===== config.mk =====
export PLATFORM = sky130hd
export DESIGN_NAME = video_write_sched
export DESIGN_NICKNAME = d
export VERILOG_FILES = /design/src/rtl/video_pkg.sv /design/src/rtl/video_write_sched.sv
export SDC_FILE = /design/constraint.sdc
export NUM_CORES = 1
export LEC_CHECK = 0
export ABC_AREA = 0
export BUFFER_PORTS_ARGS = -buffer_cell sky130_fd_sc_hd__buf_2
export CAP_MARGIN = 20
export CORE_UTILIZATION = 49
export DETAILED_ROUTE_END_ITERATION = 10
export PLACE_DENSITY = 0.87
export SETUP_SLACK_MARGIN = 0.3
export SLEW_MARGIN = 10
export SYNTH_ARGS = -nofsm -noshare
export SYNTH_HDL_FRONTEND = slang
export SYNTH_SLANG_ARGS = --single-unit

===== constraint.sdc =====
create_clock -name clk -period 2.1 [get_ports clk]
set_input_delay 0.21 -clock clk [delete_from_list [all_inputs] [get_ports clk]]
set_output_delay 0.21 -clock clk [all_outputs]
set_load 0.03 [all_outputs]

===== src/rtl/video_pkg.sv =====
// Shared video table definitions: parameter codes, per-table entry limits and
// the write scheduler state type.
package video_pkg;

  localparam logic [1:0] PARAM_PALDEF  = 2'd0;
  localparam logic [1:0] PARAM_TILEDEF = 2'd1;
  localparam logic [1:0] PARAM_PALMAP  = 2'd2;
  localparam logic [1:0] PARAM_TILEMAP = 2'd3;

  localparam logic [10:0] LIMIT_PALDEF  = 11'd16;
  localparam logic [10:0] LIMIT_TILEDEF = 11'd256;
  localparam logic [10:0] LIMIT_PALMAP  = 11'd1200;
  localparam logic [10:0] LIMIT_TILEMAP = 11'd1200;

  typedef enum logic {StIdle, StFill} sched_state_e;

  function automatic logic [10:0] table_limit(input logic [1:0] param);
    logic [10:0] lim;
    case (param)
      PARAM_PALDEF:  lim = LIMIT_PALDEF;
      PARAM_TILEDEF: lim = LIMIT_TILEDEF;
      PARAM_PALMAP:  lim = LIMIT_PALMAP;
      default:       lim = LIMIT_TILEMAP;
    endcase
    return lim;
  endfunction

  function automatic logic [10:0] clamp_count(input logic [1:0] param, input logic [10:0] count);
    logic [10:0] lim;
    lim = table_limit(param);
    return (count > lim) ? lim : count;
  endfunction

endpackage


===== src/rtl/video_write_sched.sv =====
// Arbitrates CPU single writes against block fills onto one registered video
// write port; CPU has priority, with a starvation guard for pending fills.
module video_write_sched
  import video_pkg::*;
#(
  parameter int unsigned STARVE_LIMIT = 8
) (
  input  logic        clk,
  input  logic        resetn,
  input  logic        cpu_req,
  input  logic [1:0]  cpu_param,
  input  logic [10:0] cpu_index,
  input  logic [15:0] cpu_val,
  output logic        cpu_ready,
  input  logic        fill_start,
  input  logic [1:0]  fill_param,
  input  logic [10:0] fill_base,
  input  logic [10:0] fill_count,
  input  logic [15:0] fill_val,
  output logic        fill_busy,
  output logic        fill_done,
  output logic        wen,
  output logic [1:0]  w_param,
  output logic [10:0] w_index,
  output logic [15:0] w_val
);

  localparam int unsigned StarveW = $clog2(STARVE_LIMIT + 1);

  sched_state_e state_q, state_d;
  logic [10:0]  idx_q, idx_d;
  logic [10:0]  remain_q, remain_d;
  logic [1:0]   fparam_q, fparam_d;
  logic [15:0]  fval_q, fval_d;
  logic [StarveW-1:0] starve_q, starve_d;
  logic         done_q, done_d;
  logic         wen_q, wen_d;
  logic [1:0]   w_param_q, w_param_d;
  logic [10:0]  w_index_q, w_index_d;
  logic [15:0]  w_val_q, w_val_d;

  logic         cpu_grant, fill_grant;
  logic [10:0]  start_count, fill_limit;

  always_comb begin
    cpu_ready   = !(state_q == StFill && starve_q == StarveW'(STARVE_LIMIT));
    cpu_grant   = cpu_req && cpu_ready;
    fill_grant  = (state_q == StFill) && !cpu_grant;
    start_count = clamp_count(fill_param, fill_count);
    fill_limit  = table_limit(fparam_q);

    state_d   = state_q;
    idx_d     = idx_q;
    remain_d  = remain_q;
    fparam_d  = fparam_q;
    fval_d    = fval_q;
    starve_d  = starve_q;
    done_d    = 1'b0;
    wen_d     = 1'b0;
    w_param_d = w_param_q;
    w_index_d = w_index_q;
    w_val_d   = w_val_q;

    if (cpu_grant) begin
      wen_d     = 1'b1;
      w_param_d = cpu_param;
      w_index_d = cpu_index;
      w_val_d   = cpu_val;
    end else if (fill_grant) begin
      wen_d     = 1'b1;
      w_param_d = fparam_q;
      w_index_d = idx_q;
      w_val_d   = fval_q;
    end

    unique case (state_q)
      StIdle: begin
        starve_d = '0;
        if (fill_start) begin
          if (start_count == 11'd0) begin
            done_d = 1'b1;
          end else begin
            state_d  = StFill;
            idx_d    = fill_base;
            remain_d = start_count;
            fparam_d = fill_param;
            fval_d   = fill_val;
          end
        end
      end
      StFill: begin
        if (fill_grant) begin
          starve_d = '0;
          // Out-of-range bases also fold back to 0 once they pass the limit.
          idx_d    = (idx_q >= fill_limit - 11'd1) ? 11'd0 : idx_q + 11'd1;
          remain_d = remain_q - 11'd1;
          if (remain_q == 11'd1) begin
            state_d = StIdle;
            done_d  = 1'b1;
          end
        end else if (cpu_grant) begin
          starve_d = starve_q + StarveW'(1);
        end
      end
      default: state_d = StIdle;
    endcase
  end

  always_ff @(posedge clk or negedge resetn) begin
    if (!resetn) begin
      state_q   <= StIdle;
      idx_q     <= '0;
      remain_q  <= '0;
      fparam_q  <= '0;
      fval_q    <= '0;
      starve_q  <= '0;
      done_q    <= 1'b0;
      wen_q     <= 1'b0;
      w_param_q <= '0;
      w_index_q <= '0;
      w_val_q   <= '0;
    end else begin
      state_q   <= state_d;
      idx_q     <= idx_d;
      remain_q  <= remain_d;
      fparam_q  <= fparam_d;
      fval_q    <= fval_d;
      starve_q  <= starve_d;
      done_q    <= done_d;
      wen_q     <= wen_d;
      w_param_q <= w_param_d;
      w_index_q <= w_index_d;
      w_val_q   <= w_val_d;
    end
  end

  assign fill_busy = (state_q == StFill);
  assign fill_done = done_q;
  assign wen       = wen_q;
  assign w_param   = w_param_q;
  assign w_index   = w_index_q;
  assign w_val     = w_val_q;

endmodule


---- Word-level counts from Yosys, hierarchy flattened ----
Index checks and enable logic that the tools add are counted.
word-level totals
  flip-flop bits (word level) ............. 76
  logic and storage cells ................. 71
  output and inout port bits .............. 33
  input bits .............................. 73
operators by class
  equality and inequality tests ........... 8
  add/subtract/negate cells ............... 4
  reduce and logical (&&, ||, !) cells .... 11
  magnitude comparators ................... 2
  muxes and demuxes ....................... 33
  bitwise operators ....................... 2
operators by type and width
  kind                     number
  $mux W11                 10
  $pmux W11 S2             4
  $mux W16                 2
  $sub A11 B1 Y11 const B  2
  $add A11 B1 Y11 const B  1
  $eq A11 B1 Y1 const B    1
  $ge A11 B11 Y1           1
  $gt A11 B11 Y1           1
  $logic_not A11 Y1        1
  $mux W1                  10
  $mux W4                  2
  $pmux W4 S2              1
  $reduce_and A3 Y1        2
  $add A4 B1 Y4 const B    1
  $eq A2 B1 Y1 const B     2
  $eq A4 B4 Y1 const B     1
  $logic_not A2 Y1         2
  $mux W2                  2
  $ne A2 B2 Y1 const B     2
  $pmux W1 S2              2
  $logic_and A1 B1 Y1      3
  $ne A3 B1 Y1 const B     1
  $logic_not A1 Y1         2
  $ne A2 B1 Y1 const B     1
  2 further kinds          3

---- Logic depth before layout (Yosys ltp) ----
  depth in word-level cells ............... 8
  depth in mapped cells ................... 10

---- Least setup slack after synthesis ----
OpenSTA, ideal clock, no wires.
  kind .................................... input port to flip-flop
  start ................................... in fill_param[1]
  end ..................................... reg fparam_q[0]
  library setup time ...................... 127 ps
  arrival ................................. 2206 ps
  setup slack ............................. -233 ps
  buffers on the path ..................... 2
  stages .................................. 10
  cells stage by stage .................... inv_1 nand2_1 ha_1 nand4b_1 or4_4 o311ai_2 and2_1 buf_6 buf_8 mux2_1
between the ends
  word-level cells in the longest chain between the ends .. 7
  elaborated cells on any way between the ends .. 8
RTL lines
  element                                           line                      source
  start, declared                                   video_write_sched.sv:16   input logic [1:0] fill_param,
  $eq A2 B1 Y1 or $logic_not A2 Y1 (tied branches)  video_pkg.sv:19           case (param)
  $pmux W11 S2 (*)                                  video_pkg.sv:19
  $gt A11 B11 Y1                                    video_pkg.sv:31           return (count > lim) ? lim : count;
  $mux W11 (*)                                      video_pkg.sv:31
  $logic_not A11 Y1 (*)                             video_write_sched.sv:80   if (start_count == 11'd0) begin
  $not A1 Y1 (no source line) (*)                   --
  $reduce_and A3 Y1 (no source line) (*)            --
  end signal, assigned                              video_write_sched.sv:126  fparam_q <= fparam_d;
  end, declared                                     video_write_sched.sv:33   logic [1:0] fparam_q, fparam_d;
Every way passes the cells marked *; elsewhere a longest branch is shown, timed or not.
A chain may end at the register's enable or synchronous reset.

---- Worst setup path after layout ----
  start ................................... reg fparam_q[1]
  end ..................................... reg idx_q[6]
between the ends
  word-level cells in the longest chain between the ends .. 7
  elaborated cells on any way between the ends .. 8
RTL lines
  element                                           line                      source
  $eq A2 B1 Y1 or $logic_not A2 Y1 (tied branches)  video_pkg.sv:19
  $pmux W11 S2 (*)                                  video_pkg.sv:19
  $sub A11 B1 Y11 (*)                               video_write_sched.sv:95   idx_d = (idx_q >= fill_limit - 11'd1) ? 11'd0 : idx_q + 11'd1;
  $ge A11 B11 Y1 (*)                                video_write_sched.sv:95
  $mux W11 (*)                                      video_write_sched.sv:95
  $mux W11 (*)                                      video_write_sched.sv:92   if (fill_grant) begin
  $pmux W11 S2 (*)                                  video_write_sched.sv:76   unique case (state_q)
  end signal, assigned                              video_write_sched.sv:124  idx_q <= idx_d;
  end, declared                                     video_write_sched.sv:31   logic [10:0] idx_q, idx_d;
Every way passes the cells marked *; elsewhere a longest branch is shown, timed or not. The select of a mux whose other input is x is not followed.

==> results.yml <==
status:
  status: "complete, but fails checks"
  violations: "negative setup slack"
synthesis:
  synthAdderAreaFrac_pct: 4.84
  synthesis.area_mm2: 0.00439
  avgSynthCellArea_um2: 9.92
  synthDistinctLibCells: 59
  synth_top_flop_cell: "dfrtp_1"
  yosysWarningCount: 0
  yosys.area_share.simple_pct: 16.4
  ys_seq_area_share_pct: 43.3
  synth_cells: 443
  ys_ff_latch: 76
  synth_edf_count: 0
  async_flop_share_pct: 100
  synth_compound_area_share_pct: 15.6
  synth-xor-area-share_pct: 0.399
  synthMuxAreaShare_pct: 14.1
  synth_top_family_by_area: "simple AND/OR/NAND/NOR gates"
pwr:
  seq_power_share_pct: 31.3
  leakage_uw: 0.00337
  ir_drop_mv: 0.479
  pwr_density_cell_mw_per_mm2: 1220
  internal-power_uw: 4620
  combPwrFrac_pct: 55.3
  switching_share_pct: 44.6
  p_sw_uw: 3720
  clockPowerShare_pct: 13.3
clock_tree:
  clk_pin_slew_ns: 0.09
  cts_tree: "built"
  cts_max_level: 3
  clock-root-buffer: "clkbuf_8"
  cts_buffer_depth: 2
  cts.sinks: 76
  clk_latency_ns: 0.37
  cts-buffers-inserted: 9
detailed_routing:
  drt_wl_total_um: 18700
  vias: 4879
  drc_errors: 0
  wl_per_cell_um: 25.3
  ant_nets: 0
  drt-initial-drc-count: 639
  vias_per_cell: 6.58
  drt_pass1_iterations: 5
final_layout:
  area_growth_pct: 56.0
  finish.instance_area_mm2: 0.00685
  drive_gt1_share_pct: 53.4
  final_common_cell: "buf_2"
  nNetsFinal: 718
  n_antenna_cell: 0
  final_cell_mix: "buf_2, dfrtp_1, buf_4"
floorplan:
  fp.dieW_um: 96.7
  die-area_mm2: 0.00935
  pin_count: 106
  initial_core_util_pct: 50.4
  rows: 34
  core_mm2: 0.00872
  fp.dieH_um: 96.7
timing:
  max_freq_ghz: 0.431
  worst_slack_ns: -0.219
  rsz0062_at_grt: "true"
  fin_skew_ns: 0.00729
  hold_violations: 0
  fin_hold_ws_ns: 0.0424
  tightest_slew_ns: 0.658
  max-slew-margin-rel_pct: 56.1
  min_period_ns: 2.32
  fin_crit_sh_pct: 110
  setup-violations-final: 23
  final_max_slew_viol_count: 0
grt:
  grtUsageTotal_pct: 28.8
  grt_antenna_before_repair: 0
  grt_overflow: 0
  grt_max_degree: 49
  grt_pass1_wl_um: 21200
  grt_pass1_vias: 4236
min_path:
  min_path_type: "in -> reg"
placement:
  post-place-ws_ns: -0.402
  postPlaceCellArea_mm2: 0.00538
  dp_hpwl_um: 8780
  gp_congestion: 0.957
  port_buffers: 105
run:
  drv_cap: 0
worst_setup_path:
  cp.arrival_ns: 2.60
  path_class: "reg -> reg"
  crit_path_start_kind: "register"
  worstPathMaxFanout: 5
  cp.required_ns: 2.38
  worst_setup_path_end_kind: "register"
-- power groups by stage --
stage / sequential, uW / clock [uW] / combinational, uW
after floorplan: 2740 / 0 / 1940
after global placement: 2450 / 0 / 3000
after detailed placement: 2480 / 0 / 3200
after CTS: 2470 / 1070 / 3460
after global routing: 2640 / 1180 / 4780
final: 2610 / 1110 / 4610
-- synthesized netlist by cell type, types with 3 or more instances --
master | n | area share, %
nor2b_1 | 5 | 0.71
dfrtp_1 | 76 | 43
mux2i_1 | 32 | 7.3
nand3_1 | 12 | 1.4
a32oi_1 | 11 | 2.2
o22ai_1 | 10 | 1.4
a32o_1 | 3 | 0.68
nor2_1 | 26 | 2.2
and2_1 | 4 | 0.57
a31oi_1 | 5 | 0.71
and3_1 | 9 | 1.3
o21ai_0 | 41 | 4.7
nor3b_1 | 3 | 0.51
mux2_1 | 8 | 2.1
a21oi_1 | 5 | 0.57
ha_1 | 17 | 4.8
or2_2 | 3 | 0.43
inv_1 | 18 | 1.5
nand2_1 | 53 | 4.5
a22oi_1 | 4 | 0.68
mux2_2 | 4 | 1.0
buf_6 | 3 | 0.77
mux2_4 | 11 | 3.8
nand2b_1 | 3 | 0.43
clkbuf_1 | 14 | 1.2
a211oi_1 | 5 | 0.85
nand4_1 | 4 | 0.57
buf_1 | 4 | 0.34
o221a_2 | 3 | 0.77
nor4_1 | 4 | 0.57
nor3_1 | 10 | 1.1
-- area by class of cell --
class                           instances  area, um2
Fill cell                             464       1870
Inverter                               19       75.1
Tap cell                              108        135
Timing Repair Buffer                  197       1660
Multi-Input combinational cell        325       2900
Sequential cell                        76       1900
Clock buffer                            9        124
Clock inverter                          7       57.6
-- critical path, stage by stage, from the launching register on --
cell and delay (ns):
dfrtp_1 0.43, inv_1 0.13, nand2_2 0.10, ha_1 0.21, a211oi_2 0.27, nor2_2 0.08
o41ai_4 0.25, buf_6 0.19, buf_12 0.11, clkbuf_16 0.13, a32oi_1 0.10, o22ai_1 0.22
-- path summary, 6_finish.rpt --
path	from	to	slack, ns	cells past startpoint
max	fparam_q[1]$_DFFE_PN0P_	idx_q[6]$_DFFE_PN0P_	-0.22	11
min	cpu_val[14]	w_val[14]$_DFFE_PN0P_	0.04	3
max reg2reg	fparam_q[1]$_DFFE_PN0P_	idx_q[6]$_DFFE_PN0P_	-0.22	11
min reg2reg	fval_q[14]$_DFFE_PN0P_	fval_q[14]$_DFFE_PN0P_	0.52	1
max in group asynchronous	resetn	w_index[7]$_DFFE_PN0P_	1.07	3
min in group asynchronous	resetn	fval_q[6]$_DFFE_PN0P_	0.42	2
-- cell families (layout without fill, tap and decap cells) --
logic type | count (synthesis) | in the layout
other | 1 | 2
buffers and inverters | 46 | 232
adders and majority gates | 17 | 17
muxes | 55 | 55
AOI/OAI and AO/OA | 100 | 100
xor gates and xnor gates | 2 | 2
DFF | 76 | 76
and+or+nand+nor | 146 | 149
-- repair_timing --
item | CTS | global route
hold endpoints to repair | 47 | 0
gates cloned | 3 | 13
hold buffers | 1 | 0
endpoints found under the setup margin | 43 | 71
resized for setup | 49 | 103
setup buffers | 20 | 19
pin swaps | 14 | 18
-- per-layer routing --
layer | global-route usage (%) | wire length, um | vias to the layer above
li1 | - | - | 1991
met1 | 35.1 | 6250 | 2290
met2 | 48.5 | 8750 | 449
met3 | 5.85 | 2060 | 149
met4 | 14.6 | 1670 | 0
met5 | 0 | 0 | -
-- flip-flops by register name, indices dropped and copies added, names as in the netlist --
name       count
fill_busy      1
fill_done      1
fparam_q       2
fval_q        16
idx_q         11
remain_q      11
starve_q       4
w_index       11
w_param        2
w_val         16
wen            1
-- per-stage QoR --
stage | utilization [%] | total power (uW) | setup TNS (ns) | instances
floorplan | - | 4680 | -2.45 | 444
global placement | 61.7 | 5450 | -9.54 | 669
detailed placement | 61.7 | 5680 | -12.93 | 669
CTS | 69.0 | 7010 | 0 | 709
global route | 78.6 | 8600 | -2.64 | 741
finish | 78.6 | 8330 | -1.59 | 741
Power figures use the tool's default switching activity.
